$ cat config.mk
export PLATFORM = sky130hd
export DESIGN_NAME = pfpu_sched
export DESIGN_NICKNAME = d
export VERILOG_FILES = /design/src/rtl/pfpu_pkg.sv /design/src/rtl/pfpu_wbpipe.sv /design/src/rtl/pfpu_sched.sv
export SDC_FILE = /design/constraint.sdc
export NUM_CORES = 1
export LEC_CHECK = 0
export BUFFER_PORTS_ARGS = -buffer_cell sky130_fd_sc_hd__buf_2
export CORE_MARGIN = 2
export CORE_UTILIZATION = 30
export DETAILED_ROUTE_END_ITERATION = 10
export GPL_TIMING_DRIVEN = 0
export REMOVE_ABC_BUFFERS = 1
export SLEW_MARGIN = 20
export SYNTH_ARGS = -nofsm -noshare
export SYNTH_HDL_FRONTEND = slang
export SYNTH_SLANG_ARGS = --single-unit
$ cat constraint.sdc
create_clock -name sys_clk -period 7.3 [get_ports sys_clk]
set_clock_uncertainty 0.2 [all_clocks]
set_input_delay 0.365 -clock sys_clk [delete_from_list [all_inputs] [get_ports sys_clk]]
set_output_delay 0.365 -clock sys_clk [all_outputs]
set_load 0.01 [all_outputs]
$ cat src/rtl/pfpu_pkg.sv
// Shared definitions for the PFPU issue scheduler: opcodes, per-opcode
// ALU latency, pipe depth and sticky error-bit positions.
package pfpu_pkg;

    typedef enum logic [3:0] {
        PFPU_OP_NOP   = 4'h0,
        PFPU_OP_FADD  = 4'h1,
        PFPU_OP_FSUB  = 4'h2,
        PFPU_OP_FMUL  = 4'h3,
        PFPU_OP_FDIV  = 4'h4,
        PFPU_OP_F2I   = 4'h5,
        PFPU_OP_I2F   = 4'h6,
        PFPU_OP_VECT  = 4'h7,
        PFPU_OP_SIN   = 4'h8,
        PFPU_OP_COS   = 4'h9,
        PFPU_OP_ABOVE = 4'ha
    } pfpu_op_e;

    // Longest ALU latency; the writeback pipe holds MAXLAT+1 entries.
    localparam int unsigned MAXLAT = 5;

    localparam int unsigned ERR_COLLISION = 0;
    localparam int unsigned ERR_RVALID    = 1;
    localparam int unsigned ERR_ILLEGAL   = 2;

    // Cycles from the alu_opcode cycle to alu_r_valid; 0 means "not issued".
    function automatic logic [2:0] pfpu_latency(input logic [3:0] op);
        logic [2:0] lat;
        case (op)
            PFPU_OP_FADD, PFPU_OP_FSUB, PFPU_OP_FDIV: lat = 3'd4;
            PFPU_OP_FMUL:                           lat = 3'd5;
            PFPU_OP_F2I, PFPU_OP_VECT, PFPU_OP_ABOVE: lat = 3'd2;
            PFPU_OP_I2F:                            lat = 3'd3;
            PFPU_OP_SIN, PFPU_OP_COS:               lat = 3'd4;
            default:                                lat = 3'd0;
        endcase
        return lat;
    endfunction

endpackage

$ cat src/rtl/pfpu_wbpipe.sv
// Writeback reservation pipe. Entry i holds the write that happens i cycles
// from now; the pipe shifts down every cycle and entry 0 drives the write port.
module pfpu_wbpipe
    import pfpu_pkg::*;
#(
    parameter int unsigned RW    = 7,
    parameter int unsigned DEPTH = MAXLAT + 1
) (
    input  logic          clk_i,
    input  logic          rst_i,
    input  logic          ins_en_i,
    input  logic [2:0]    ins_lat_i,
    input  logic [RW-1:0] ins_dest_i,
    input  logic [2:0]    qry_off_i,
    output logic          qry_busy_o,
    output logic          wb_en_o,
    output logic [RW-1:0] wb_addr_o,
    output logic          any_valid_o
);

    logic [DEPTH-1:0] vld_q, vld_d;
    logic [RW-1:0]    dst_q [DEPTH];
    logic [RW-1:0]    dst_d [DEPTH];

    // Shift down one entry; a new op lands at entry L after the shift, which
    // is the slot that sits at L+1 before it (the one the query inspects).
    always_comb begin
        for (int unsigned i = 0; i < DEPTH - 1; i++) begin
            vld_d[i] = vld_q[i+1];
            dst_d[i] = dst_q[i+1];
        end
        vld_d[DEPTH-1] = 1'b0;
        dst_d[DEPTH-1] = '0;
        for (int unsigned i = 0; i < DEPTH; i++) begin
            if (ins_en_i && (ins_lat_i == 3'(i))) begin
                vld_d[i] = 1'b1;
                dst_d[i] = ins_dest_i;
            end
        end
    end

    // Reservation lookup; offsets beyond the pipe are always free.
    always_comb begin
        qry_busy_o = 1'b0;
        for (int unsigned i = 0; i < DEPTH; i++) begin
            if (qry_off_i == 3'(i)) qry_busy_o = vld_q[i];
        end
    end

    // Pipe state register.
    always_ff @(posedge clk_i or posedge rst_i) begin
        if (rst_i) begin
            vld_q <= '0;
            for (int unsigned i = 0; i < DEPTH; i++) dst_q[i] <= '0;
        end else begin
            vld_q <= vld_d;
            for (int unsigned i = 0; i < DEPTH; i++) dst_q[i] <= dst_d[i];
        end
    end

    assign wb_en_o     = vld_q[0];
    assign wb_addr_o   = dst_q[0];
    assign any_valid_o = |vld_q;

endmodule

$ cat src/rtl/pfpu_sched.sv
// PFPU issue scheduler: accepts instructions, stalls on RAW/WAW hazards and
// writeback-slot collisions, issues to the ALU and drives the writeback port.
module pfpu_sched
    import pfpu_pkg::*;
#(
    parameter int unsigned RW = 7
) (
    input  logic          sys_clk,
    input  logic          sys_rst,
    input  logic          in_valid,
    output logic          in_ready,
    input  logic [3:0]    in_opcode,
    input  logic [RW-1:0] in_a,
    input  logic [RW-1:0] in_b,
    input  logic [RW-1:0] in_dest,
    output logic [3:0]    alu_opcode,
    output logic [RW-1:0] rf_a_addr,
    output logic [RW-1:0] rf_b_addr,
    input  logic          alu_r_valid,
    input  logic          alu_err_collision,
    output logic          wb_en,
    output logic [RW-1:0] wb_addr,
    output logic          busy,
    output logic [2:0]    err
);

    logic [2:0]       in_lat;
    logic             in_issuing, in_illegal;
    logic             hz_a, hz_b, hz_d, slot_busy;
    logic             accept, issue_go, pipe_any;
    logic [3:0]       op_q;
    logic [RW-1:0]    a_q, b_q;
    logic [2**RW-1:0] pend_q, pend_d;
    logic [2:0]       err_q, err_d;
    logic [2:0]       mask_q, mask_d;

    assign in_lat     = pfpu_latency(in_opcode);
    assign in_issuing = (in_lat != 3'd0);
    assign in_illegal = (in_opcode > PFPU_OP_ABOVE);

    // A pending register being written this very cycle does not block.
    assign hz_a = pend_q[in_a]    && !(wb_en && (wb_addr == in_a));
    assign hz_b = pend_q[in_b]    && !(wb_en && (wb_addr == in_b));
    assign hz_d = pend_q[in_dest] && !(wb_en && (wb_addr == in_dest));

    assign in_ready = !sys_rst &&
                      (!in_issuing || !(hz_a || hz_b || hz_d || slot_busy));
    assign accept   = in_valid && in_ready;
    assign issue_go = accept && in_issuing;

    pfpu_wbpipe #(
        .RW(RW)
    ) u_wbpipe (
        .clk_i       (sys_clk),
        .rst_i       (sys_rst),
        .ins_en_i    (issue_go),
        .ins_lat_i   (in_lat),
        .ins_dest_i  (in_dest),
        .qry_off_i   (in_lat + 3'd1),
        .qry_busy_o  (slot_busy),
        .wb_en_o     (wb_en),
        .wb_addr_o   (wb_addr),
        .any_valid_o (pipe_any)
    );

    // Issue register: opcode is a one-cycle pulse, read addresses hold.
    always_ff @(posedge sys_clk or posedge sys_rst) begin
        if (sys_rst) begin
            op_q <= '0;
            a_q  <= '0;
            b_q  <= '0;
        end else begin
            op_q <= issue_go ? in_opcode : '0;
            if (issue_go) begin
                a_q <= in_a;
                b_q <= in_b;
            end
        end
    end

    // Scoreboard, sticky errors and post-reset r_valid check mask.
    always_comb begin
        pend_d = pend_q;
        if (wb_en) pend_d[wb_addr] = 1'b0;
        if (issue_go) pend_d[in_dest] = 1'b1;

        err_d = err_q;
        if (alu_err_collision) err_d[ERR_COLLISION] = 1'b1;
        if ((mask_q == 3'd0) && (alu_r_valid != wb_en)) err_d[ERR_RVALID] = 1'b1;
        if (accept && in_illegal) err_d[ERR_ILLEGAL] = 1'b1;

        mask_d = (mask_q != 3'd0) ? mask_q - 3'd1 : mask_q;
    end

    // State registers for scoreboard, errors and check mask.
    always_ff @(posedge sys_clk or posedge sys_rst) begin
        if (sys_rst) begin
            pend_q <= '0;
            err_q  <= '0;
            mask_q <= 3'(MAXLAT);
        end else begin
            pend_q <= pend_d;
            err_q  <= err_d;
            mask_q <= mask_d;
        end
    end

    assign alu_opcode = op_q;
    assign rf_a_addr  = a_q;
    assign rf_b_addr  = b_q;
    assign busy       = (op_q != '0) || pipe_any;
    assign err        = err_q;

endmodule

==> impl_metrics.env <==
export IMPL_outcome="complete, no violations"
export IMPL_p_total_mw=2.482
export IMPL_ys_seq_area_share_pct=41.47
export IMPL_dpl_worst_slack_ns=1.778
export IMPL_slew_viol_final=0
export IMPL_syn_area_sq_mm=0.01208
export IMPL_wl_um=42750
export IMPL_peakVddDrop_mv=0.1672
export IMPL_worst_pin_slew_ns=1.229
export IMPL_avgSynthCellArea_sq_um=10.40
export IMPL_gp_congestion=0.9368
export IMPL_startpoint_type="input pin"
export IMPL_period_minus_slack_ns=4.741
export IMPL_grt_pass1_vias=10130
export IMPL_fin_util_pct=33.42
export IMPL_cts_hold_buffers_added=2
export IMPL_critPathKind="in2reg"
export IMPL_start_util_pct=30.39
export IMPL_ys_top_cells_by_area="dfrtp_1 (41%), mux4_2 (8.8%), o31ai_1 (8.1%)"
export IMPL_yosys_cell_count_top_type="dfrtp_1"
export IMPL_drive_gt1_share_pct=18.21
export IMPL_synth_area_leader_cell="dfrtp_1"
export IMPL_clock_sinks=200
export IMPL_fp_dieW_um=204.6
export IMPL_finalNetCount=1162
export IMPL_dieArea_sq_mm=0.04187
export IMPL_maxCapViolCount=0
export IMPL_path_max_fanout=55
export IMPL_ios=61
export IMPL_h_tree_depth=4
export IMPL_antenna_found_initial=2
export IMPL_grt_overflow=0
export IMPL_numCtsBuffers=17
export IMPL_async_flop_share_pct=100.0
export IMPL_powerDensity_mw_per_mm2=186.9
export IMPL_fp_row_count=73
export IMPL_clk_pin_slew_ns=0.08
export IMPL_synth_cell_types=68
export IMPL_insertion_delay_ns=0.46
export IMPL_grt_pass1_wl_um=63890
export IMPL_max_slew_margin_rel_pct=17.89
export IMPL_ys_warn_count=0
export IMPL_synth_edf_count=0
export IMPL_core_sq_mm=0.03973
export IMPL_yosysTopAreaCellShare_pct=41.03
export IMPL_die_height_um=204.6
export IMPL_ys_ff_latch=200
export IMPL_hold_violations=0
export IMPL_viasPerCell=6.152
export IMPL_layout_setup_ws_ns=2.559
export IMPL_fmax_mhz=210.9
export IMPL_grt_usage_pct=20.47
export IMPL_fillers=4023
export IMPL_cts_tree="yes"
export IMPL_setup_viol=0
export IMPL_drcViolationCount=0
export IMPL_cts_buffer_depth=2
export IMPL_ant_nets=0
export IMPL_areaGrowthSynthToFinish_pct=9.957
export IMPL_post_cts_buffers=0
export IMPL_hold_slack_ns=0.01069
export IMPL_critical_path_arrival_ns=4.87
export IMPL_dr_first_iter_drc_count=1388
export IMPL_cts_resized=0
export IMPL_synthFlopType="dfrtp_1"
export IMPL_synthCells=1161
export IMPL_rsz0062_at_grt="no"
export IMPL_portBuffers=60
export IMPL_end_kind="register"
export IMPL_crit_required_ns=7.43
export IMPL_synth_common_cells="dfrtp_1 (198), o21ai_0 (133), o31ai_1 (130)"
export IMPL_num_vias=10260
export IMPL_hp_class="in2reg"
export IMPL_dp_hpwl_um=27020
export IMPL_grt_max_degree=72
export IMPL_cts_root_buffer="clkbuf_16"
export IMPL_finalCritPeriodShare_pct=64.94
export IMPL_firstDrtPassIters=6
export IMPL_p_leak_nw=4.854
export IMPL_wire_per_inst_um=25.63
path summary, 6_finish.rpt:
| path | slack, ns | from | to | cells past startpoint |
|---|---|---|---|---|
| setup / recovery | 2.56 | in_dest[0] | pend_q[86] | 11 |
| hold / removal | 0.01 | in_opcode[0] | alu_opcode[0] | 3 |
| setup reg to reg | 2.71 | u_wbpipe.wb_addr_o[3] | pend_q[86] | 10 |
| hold reg to reg | 0.15 | u_wbpipe.dst_q[31] | u_wbpipe.wb_addr_o[3] | 0 |
| max in group asynchronous | 5.86 | sys_rst | rf_b_addr[3] | 4 |
| min in group asynchronous | 0.31 | sys_rst | u_wbpipe.dst_q[9] | 3 |
through the flow:
stage / cells / setup TNS (ns) / instance area [sq um]
after floorplan: 1042 / 0 / 11500
after global placement: 1627 / -585.72 / 12460
after detailed placement: 1633 / 0 / 12650
after CTS: 1667 / 0 / 13270
after global routing: 1667 / 0 / 13280
final: 1668 / 0 / 13280
routing by layer:
layer  routed length, um  part of all wire, %  track usage (%)  vias to the layer above
li1                    -                    -                -                     4344
met3                4709                   11            5.329                      127
met1               17860                   42            28.42                     5115
met5                   0                    0                0                        -
met4                1808                  4.2            8.929                        0
met2               18370                   43            29.87                      675
flip-flops by register name (all words and copies together) (netlist names):
name                count
pend_q                128
u_wbpipe.dst_q         35
rf_a_addr               7
rf_b_addr               7
u_wbpipe.wb_addr_o      7
u_wbpipe.vld_q          6
alu_opcode              4
err                     3
mask_q                  3
final cells by class:
class                   instances  area, sq um  share of cell area (%)
diodes                          1        2.502                 0.01885
clock buffers                  17        425.4                   3.204
clock inverters                15        177.7                   1.338
inverters                      17        71.32                  0.5371
multi-input cells             825         6456                   48.62
flip-flops and latches        200         5007                   37.71
well taps                     525        656.9                   4.947
repair buffers                 68        480.5                   3.619
cell families after synthesis:
kind of cell	Yosys count	synth area share (%)
AO/OA/AOI/OAI	357	19.45
multiplexers	178	20.37
buffers and inverters	136	5.274
adder cells (fa/ha/maj)	3	0.3109
AND/OR/NAND/NOR	264	11.46
XOR/XNOR	23	1.668
flip-flops	200	41.47
worst max-delay path: stages:
cell and delay [ns]:
buf_2 0.80, mux4_2 0.62, mux2i_1 0.26, o22ai_1 0.16, a211o_1 0.32, o31ai_1 0.27, nand4_1 0.32, nor2_2 0.31
nand3_4 0.57, buf_16 0.43, o31ai_1 0.32
report_power, final:
part	switching, mW	internal (mW)	total, mW
registers	0.0205	1.14	1.16
clock network	0.495	0.492	0.987
logic	0.213	0.122	0.335
layout by cell type, fill, tap and decap left out, types with 6 or more instances in the layout:
master	instances
mux4_2	47
and3_1	7
inv_1	15
nand3b_1	6
xnor2_1	16
mux2i_1	83
and2_1	11
buf_2	56
nor2b_1	35
o31ai_1	130
nand4_1	17
nand2b_1	9
nand2_1	64
a21oi_1	19
nand3_1	52
mux2_2	40
mux2_4	8
a211oi_1	6
dfrtp_1	198
xor2_1	7
nor2_1	34
a22oi_1	24
clkbuf_16	17
o21ai_0	133
No activity file was read; power rests on OpenSTA's default activity.
